[src/rtl/imm_pack_if.sv]
// imm_pack_if: request/response bundle for imm_pack.
//   request : in_valid/in_ready handshake carrying imm_sel, imm, inst_in
//   response: out_valid/out_ready handshake carrying inst_out, out_err
// master = producer of requests / consumer of packed words, slave = imm_pack.
interface imm_pack_if;
  logic        in_valid;
  logic        in_ready;
  logic [2:0]  imm_sel;
  logic [31:0] imm;
  logic [31:0] inst_in;
  logic        out_valid;
  logic        out_ready;
  logic [31:0] inst_out;
  logic [2:0]  out_err;

  modport master (
    output in_valid, imm_sel, imm, inst_in, out_ready,
    input  in_ready, out_valid, inst_out, out_err
  );

  modport slave (
    input  in_valid, imm_sel, imm, inst_in, out_ready,
    output in_ready, out_valid, inst_out, out_err
  );
endinterface

[src/rtl/imm_pack.sv]
// imm_pack: inverse immediate generator. Scatters a signed immediate into the
// instruction-field positions chosen by imm_sel, keeping every other bit from
// the template, and flags range / alignment / select errors. Packed words are
// queued in a DEPTH-entry FIFO.
// Ports:
//   clk, rst_n  clock (rising edge), asynchronous active-low reset
//   io          imm_pack_if.slave: request in, packed word + {sel,align,range} out
//   err_cnt     saturating count of accepted requests carrying any error
//   clr_cnt     synchronous clear of err_cnt (wins over a same-cycle increment)
module imm_pack #(
  parameter int DEPTH = 2,
  parameter int CNT_W = 16
) (
  input  logic             clk,
  input  logic             rst_n,
  imm_pack_if.slave        io,
  output logic [CNT_W-1:0] err_cnt,
  input  logic             clr_cnt
);
  localparam int PW = (DEPTH > 1) ? $clog2(DEPTH) : 1;
  localparam int CW = $clog2(DEPTH + 1);

  typedef struct packed {
    logic [31:0] inst;
    logic [2:0]  err;   // {sel_err, align_err, range_err}
  } ent_t;

  // ---------------- packing (combinational at accept) ----------------
  logic signed [31:0] s_imm;
  logic [31:0]        pk_inst;
  logic               rng_e, aln_e, sel_e;

  assign s_imm = signed'(io.imm);

  always_comb begin
    pk_inst = io.inst_in;
    rng_e   = 1'b0;
    aln_e   = 1'b0;
    sel_e   = 1'b0;
    case (io.imm_sel)
      3'b000, 3'b001, 3'b011: begin  // I-type / load / jalr
        pk_inst[31:20] = io.imm[11:0];
        rng_e = (s_imm < -32'sd2048) || (s_imm > 32'sd2047);
      end
      3'b010: begin                  // store
        pk_inst[31:25] = io.imm[11:5];
        pk_inst[11:7]  = io.imm[4:0];
        rng_e = (s_imm < -32'sd2048) || (s_imm > 32'sd2047);
      end
      3'b110: begin                  // branch, byte offset, bit 0 dropped
        pk_inst[31]    = io.imm[12];
        pk_inst[30:25] = io.imm[10:5];
        pk_inst[11:8]  = io.imm[4:1];
        pk_inst[7]     = io.imm[11];
        rng_e = (s_imm < -32'sd4096) || (s_imm > 32'sd4094);
        aln_e = io.imm[0];
      end
      3'b100: begin                  // jal, byte offset, bit 0 dropped
        pk_inst[31]    = io.imm[20];
        pk_inst[30:21] = io.imm[10:1];
        pk_inst[20]    = io.imm[11];
        pk_inst[19:12] = io.imm[19:12];
        rng_e = (s_imm < -32'sd1048576) || (s_imm > 32'sd1048574);
        aln_e = io.imm[0];
      end
      default: sel_e = 1'b1;         // 101 / 111: template passes through
    endcase
  end

  ent_t pk;
  assign pk = '{inst: pk_inst, err: {sel_e, aln_e, rng_e}};

  // ---------------- FIFO ----------------
  ent_t          mem [DEPTH];
  logic [PW-1:0] wr_ptr, rd_ptr;
  logic [CW-1:0] count;
  logic          rdy_en;   // holds in_ready low until the first edge after reset
  logic          push, pop;

  function automatic logic [PW-1:0] ptr_inc(input logic [PW-1:0] p);
    return (p == PW'(DEPTH - 1)) ? '0 : p + 1'b1;
  endfunction

  // in_ready depends only on registered state: no path from out_ready.
  assign io.in_ready  = rdy_en && (count < CW'(DEPTH));
  assign io.out_valid = (count != '0);
  assign io.inst_out  = mem[rd_ptr].inst;
  assign io.out_err   = mem[rd_ptr].err;
  assign push = io.in_valid && io.in_ready;
  assign pop  = io.out_valid && io.out_ready;

  always_ff @(posedge clk or negedge rst_n) begin
    if (!rst_n) begin
      rdy_en <= 1'b0;
      wr_ptr <= '0;
      rd_ptr <= '0;
      count  <= '0;
      for (int i = 0; i < DEPTH; i++) mem[i] <= '0;
    end else begin
      rdy_en <= 1'b1;
      if (push) begin
        mem[wr_ptr] <= pk;
        wr_ptr      <= ptr_inc(wr_ptr);
      end
      if (pop) rd_ptr <= ptr_inc(rd_ptr);
      case ({push, pop})
        2'b10:   count <= count + 1'b1;
        2'b01:   count <= count - 1'b1;
        default: count <= count;
      endcase
    end
  end

  // ---------------- error counter ----------------
  always_ff @(posedge clk or negedge rst_n) begin
    if (!rst_n)
      err_cnt <= '0;
    else if (clr_cnt)
      err_cnt <= '0;
    else if (push && (pk.err != 3'b000) && !(&err_cnt))
      err_cnt <= err_cnt + 1'b1;
  end
endmodule

[src/flat_wrapper.sv]
// flat-port wrapper written by rule: the top's interface ports become plain ports
module imm_pack_flat 
#(
  parameter int DEPTH = 2,
  parameter int CNT_W = 16
)
  (clk, rst_n, err_cnt, clr_cnt, io_in_valid, io_imm_sel, io_imm, io_inst_in, io_out_ready, io_in_ready, io_out_valid, io_inst_out, io_out_err);
  imm_pack_if io_i ();
  input  logic clk;
  input  logic rst_n;
  output logic [CNT_W-1:0] err_cnt;
  input  logic clr_cnt;
  input wire logic [$bits(io_i.in_valid)-1:0] io_in_valid;
  input wire logic [$bits(io_i.imm_sel)-1:0] io_imm_sel;
  input wire logic [$bits(io_i.imm)-1:0] io_imm;
  input wire logic [$bits(io_i.inst_in)-1:0] io_inst_in;
  input wire logic [$bits(io_i.out_ready)-1:0] io_out_ready;
  output wire logic [$bits(io_i.in_ready)-1:0] io_in_ready;
  output wire logic [$bits(io_i.out_valid)-1:0] io_out_valid;
  output wire logic [$bits(io_i.inst_out)-1:0] io_inst_out;
  output wire logic [$bits(io_i.out_err)-1:0] io_out_err;
  assign io_i.in_valid = io_in_valid;
  assign io_i.imm_sel = io_imm_sel;
  assign io_i.imm = io_imm;
  assign io_i.inst_in = io_inst_in;
  assign io_i.out_ready = io_out_ready;
  assign io_in_ready = io_i.in_ready;
  assign io_out_valid = io_i.out_valid;
  assign io_inst_out = io_i.inst_out;
  assign io_out_err = io_i.out_err;
  imm_pack #(.DEPTH(DEPTH), .CNT_W(CNT_W)) u_core (.clk(clk), .rst_n(rst_n), .io(io_i), .err_cnt(err_cnt), .clr_cnt(clr_cnt));
endmodule
[config.mk]
export PLATFORM = sky130hd
export DESIGN_NAME = imm_pack_flat
export DESIGN_NICKNAME = d
export VERILOG_FILES = /design/src/rtl/imm_pack_if.sv /design/src/rtl/imm_pack.sv /design/src/flat_wrapper.sv
export SDC_FILE = /design/constraint.sdc
export NUM_CORES = 1
export LEC_CHECK = 0
export ABC_AREA = 0
export ABC_CLOCK_PERIOD_IN_PS = 2700
export CAP_MARGIN = 30
export CORE_MARGIN = 2
export CORE_UTILIZATION = 49
export CTS_CLUSTER_DIAMETER = 100
export DETAILED_ROUTE_END_ITERATION = 6
export GPL_ROUTABILITY_DRIVEN = 1
export GPL_TIMING_DRIVEN = 0
export HOLD_SLACK_MARGIN = 0.1
export PLACE_DENSITY = 0.93
export SLEW_MARGIN = 20
export SYNTH_ARGS = -nofsm -noshare
export SYNTH_HDL_FRONTEND = slang
export SYNTH_SLANG_ARGS = --single-unit
[constraint.sdc]
create_clock -name clk -period 2.7 [get_ports clk]
set_input_delay 0.54 -clock clk [delete_from_list [all_inputs] [get_ports clk]]
set_output_delay 0.54 -clock clk [all_outputs]
set_load 0.01 [all_outputs]
* Word-level counts from Yosys, hierarchy flattened *
Index checks and enable logic that the tools add are counted.

word-level totals
  bits of input ports = 72
  output and inout bits = 53
  logic and storage cells = 71
  bits in registers = 91

operators by class
  magnitude comparators = 10
  muxes and demuxes = 18
  reduce and logical (&&, ||, !) cells = 20
  bitwise operators = 2
  add/subtract/negate cells = 5
  equal/unequal tests = 7

operators with widths
  operator               number
  $mux 35                4
  $bwmux 70              1
  $demux 35 s1           1
  $gt 32x12->1 const B   1
  $gt 32x13->1 const B   1
  $gt 32x21->1 const B   1
  $lt 32x12->1 const B   1
  $lt 32x13->1 const B   1
  $lt 32x21->1 const B   1
  $mux 16                2
  $pmux 7 s3             1
  $pmux 5 s2             2
  $add 16x1->16 const B  1
  $reduce_and 16->1      1
  $mux 8                 1
  $eq 3x2->1 const B     2
  $eq 3x3->1 const B     2
  $logic_and 1x1->1      6
  $reduce_bool 2->1      3
  $reduce_or 6->1        1
  $ge 2x2->1 const B     2
  $mux 1                 4
  $not 1->2              2
  $pmux 2 s2             1
  16 further kinds       19

* Depth between registers and ports, before layout *
  word-level depth = 8
  depth in mapped cells = 9
  gate-level depth less buffers = 7

* Worst setup path after synthesis *
No wires, ideal clock.

  kind = input to register
  start point = input io_imm_sel[0]
  end point = register u_core.err_cnt[14]
  arrival time = 2.267 ns
  stages = 8
  setup time = 0.078 ns
  path buffers = 1
  slack = 0.355 ns
  path through = buf_2 > and2b_1 > o21ai_0 > a22oi_1 > a22oi_2 > a2111oi_4 > or3b_1 > a21oi_1

between the ends
  word-level cells in the longest chain between the ends = 7
  elaborated cells on any way between the ends = 16
  classes of those cells = 5 x eq/ne; 3 x mux; 8 x reduce/logical

RTL lines
  element                                                  line                text
  from (decl)                                              flat_wrapper.sv:14  input wire logic [$bits(io_i.imm_sel)-1:0] io_imm_sel;
  $eq 3x1->1, or another cell as far along                 imm_pack.sv:40      case (io.imm_sel)
  $reduce_or 4->1 (no line), or another cell as far along  n/a
  $pmux 1 s3 or $mux 1 (tied branches)                     imm_pack.sv:40
  $reduce_bool 3->1 *                                      imm_pack.sv:120     else if (push && (pk.err != 3'b000) && !(&err_cnt))
  $logic_and 1x1->1 * (2 in a row)                         imm_pack.sv:120
  $reduce_bool 2->1 (no line) *                            n/a
  to (signal assigned)                                     imm_pack.sv:121     err_cnt <= err_cnt + 1'b1;
  to (decl)                                                imm_pack.sv:17      output logic [CNT_W-1:0] err_cnt,

Mark *: on every way between the ends. The rest lies on a longest branch, timed or not.
A chain may end at the register's enable or synchronous reset.

* Final worst setup path *
  start point = input io_imm[12]
  end point = register u_core.err_cnt[14]

between the ends
  word-level cells in the longest chain between the ends = 7
  elaborated cells on any way between the ends = 14
  classes of those cells = 6 x order compare; 1 x mux; 7 x reduce/logical

RTL lines
  element                                     line                text
  from (decl)                                 flat_wrapper.sv:15  input wire logic [$bits(io_i.imm)-1:0] io_imm;
  $lt 32x21->1, or another cell as far along  imm_pack.sv:63      rng_e = (s_imm < -32'sd1048576) || (s_imm > 32'sd1048574);
  $logic_or 1x1->1 (on tied branches)         n/a
  $pmux 1 s3 *                                imm_pack.sv:40
  $reduce_bool 3->1 *                         imm_pack.sv:120
  $logic_and 1x1->1 * (2 in a row)            imm_pack.sv:120
  $reduce_bool 2->1 (no line) *               n/a

Marks and branches as above.

==> summary.txt <==
Pre-CTS setup slack: -0.4881 ns
Max Slew Vio Count: 0
Final wirelength: 12620 µm
HP Class: in2async
Worst path required time: 2.98 ns
Critical Path End Type: flop
Post-synthesis net count: 529
I/O Buffers: 122
Reg2reg end: u_core.err_cnt[14]
Mapped Cells: 455
CP Buf/Inv Count: 2
Setup CP Type: in2reg
Die footprint: 10140 µm²
Crit path cell chain: clkdlybuf4s50_1, or4_1, o21ai_0, a22oi_1, a22oi_2, buf_4, a2111oi_4, or3b_1, a21oi_1
Worst Max-Slew Pin Slew: 0.9421 ns
Initial DRC Count: 225
Area of the mapped netlist: 4581 µm²
Initial core utilization: 0.5005
Run status: finished clean
Vias: 3993
Slowest-stage cell, CP: clkdlybuf4s50_1
Ys async rst share: 1.000
Fin crit share: 0.9745
Synth area leaders: dfrtp_1 50%, mux2_2 10%, nand2_1 7.5%, o21ai_0 6.9%, mux2i_1 5.7%
Cell Area, Placed: 5966 µm²
Num CTS Buffers: 9
Crit path max-delay family: compound AO/OA/AOI/OAI gates
Number of global-route vias before repair: 4105
Fillers: 662
Ys Warns: 0
Initial antenna violation count: 0
Final antenna diode count: 0
GRT Total Usage: 0.2575
Top Ports: 125
Critical R2R Launch: u_core.err_cnt[7]
Final Hold Fails: 0
Clock root cell: clkbuf_8
Final Util: 0.6746
Routability cong.: 0.8936
CP max stage delay: 0.54 ns
CTS hold repair buffers: 0
Clock Path Buffers: 2
Tmin final: 2.631 ns
Avg Inst Size Synth: 10.07 µm²
Power per cell area: 898.5 nW/µm²
Worst reg2reg path depth: 8
Dpl hpwl: 9662 µm
Syn-to-layout area delta: 34.80%
Vias per cell: 5.672
DRT Pass-1 Iters: 4
Die X: 100.7 µm
CTS clock-pin slew for the worst setup and hold paths: 0.09 ns
First-pass GRT wire length: 20140 µm
Worst-path fanout max: 7
Fmax achieved: 380.1 MHz
Reg2reg setup slack: 0.26 ns
Layout cells sized above 1: 0.1400
Top cell type's share of synthesized area: 0.4971
Distinct cells, synth: 49
# clock sinks: 91
Final Setup Violations: 0
Wire per inst: 17.92 µm
Unrepaired setup endpoints after global routing: no
Die Height: 100.7 µm
CTS HTree Levels: 3
Max_cap viols: 0
CTS tree: yes
Clock Skews: 0.008268 ns
DR DRC count: 0
Synthesis-stage register bit count: 91
Worst Setup Slack, final: 0.06887 ns
Relative slew slack: 0.3696
Sequential share of the synthesized area: 0.4971
# nets final: 663
Leakage: 0.002661 µW
Post-synth EDFFs: 0
Setup TNS: 0 ns
Top_reg_cell synth: dfrtp_1
Area leader, netlist: dfrtp_1
Startpoint Class: primary input
Final Cell Area: 6175 µm²
# rows: 35
Critical Path AT: 2.91 ns
Worst skew pair latency: 0.36 ns
Maximum VDD drop: 0.3274 mV
Total gr overflow: 0
Core outline area: 9153 µm²
Largest net degree at the start of global routing: 49
Post-route ant nets: 0
-- synthesized netlist by cell type (3+ instances only) --
master    instances
and3_1            4
nor4_1            5
mux2i_1          26
mux2_2           42
inv_1             4
clkbuf_1         21
a211oi_2          4
o21ai_0          63
a21oi_1          11
nand3_1           5
nand2b_1          4
dfrtp_1          91
nor2_1           19
nand4_1           8
or4_1             3
nand2_1          92
xnor2_1          10
and2_1            4
-- registers in the layout, indices dropped and copies added, names as in the netlist --
signal	count
u_core.count	2
u_core.rd_ptr	1
u_core.mem	70
u_core.rdy_en	1
u_core.err_cnt	16
u_core.wr_ptr	1
-- kinds of logic after synthesis --
| family | synth area share |
|---|---|
| XOR/XNOR | 0.02294 |
| AND/OR/NAND/NOR | 0.1549 |
| AO/OA/AOI/OAI | 0.1311 |
| buffers and inverters | 0.02759 |
| other | 0.0008187 |
| adder cells (fa/ha/maj) | 0.005462 |
| flip-flops | 0.4971 |
| multiplexers | 0.1601 |
-- power breakdown --
group / internal [µW] / switching, µW / leakage (µW)
logic: 1370 / 1080 / 0.00141
clock network: 449 / 466 / 0.0000954
registers: 1880 / 300 / 0.00116
-- cell type report --
class	instances	area, µm²	area share
flip-flops and latches	91	2278	0.3690
multi-input cells	335	2181	0.3532
repair buffers	124	1254	0.2030
clock buffers	11	141.4	0.02290
well taps	111	138.9	0.02249
plain buffers	24	115.1	0.01864
clock inverters	4	51.30	0.008308
inverters	4	15.01	0.002432
-- worst max-delay path by stage --
stage                     slack [ns]  cells past startpoint            endpoint          start
after CTS                      0.008                      3      io_inst_out[7]  u_core.rd_ptr
after global routing           0.004                      9  u_core.err_cnt[14]     io_imm[12]
final                           0.07                      9  u_core.err_cnt[14]     io_imm[12]
after global placement         -1.97                      1   u_core.err_cnt[0]          rst_n
after detailed placement       -0.49                      6  u_core.err_cnt[14]  io_imm_sel[2]
after floorplan                 0.35                      8  u_core.err_cnt[14]  io_imm_sel[0]
-- per-layer routing --
metal  track usage  routed length [µm]  vias to the layer above
li1              -                   -                     1859
met5             0                   0                        -
met3       0.06241                1058                       15
met4       0.07271                 184                        0
met1        0.3207                5079                     1968
met2        0.4467                6294                      151
-- stage by stage --
step	hold slack, ns	std cells	power (µW)
after CTS	0.1889	703	5564
final	0.1780	704	5548
after global routing	0.2121	704	5891
after detailed placement	0.4595	689	4650
after global placement	0.4546	688	4516
after floorplan	0.2444	455	3400
-- layout by cell type (no fill, tap or decap), drive strengths merged, types with 10 or more instances in the layout --
master / n
xnor2: 10
clkbuf: 31
mux2: 42
dfrtp: 91
mux2i: 26
nand2: 92
nor2: 19
a21oi: 12
o21ai: 64
clkdlybuf4s50: 121
-- worst register-to-register path, cell delays in order, from the launching register on --
cell	delay, ns
dfrtp_1	0.45
and3_1	0.22
buf_6	0.13
and4_1	0.18
and3_4	0.17
a31o_4	0.26
a2111oi_4	0.41
or3b_1	0.40
a21oi_1	0.14
-- what timing repair did --
action / in CTS / in global routing
resized for setup: 5 / 4
setup buffers: 0 / 1
pin swaps: 0 / 2
endpoints found under the setup margin: 30 / 30
(Power assumes the default switching activity.)
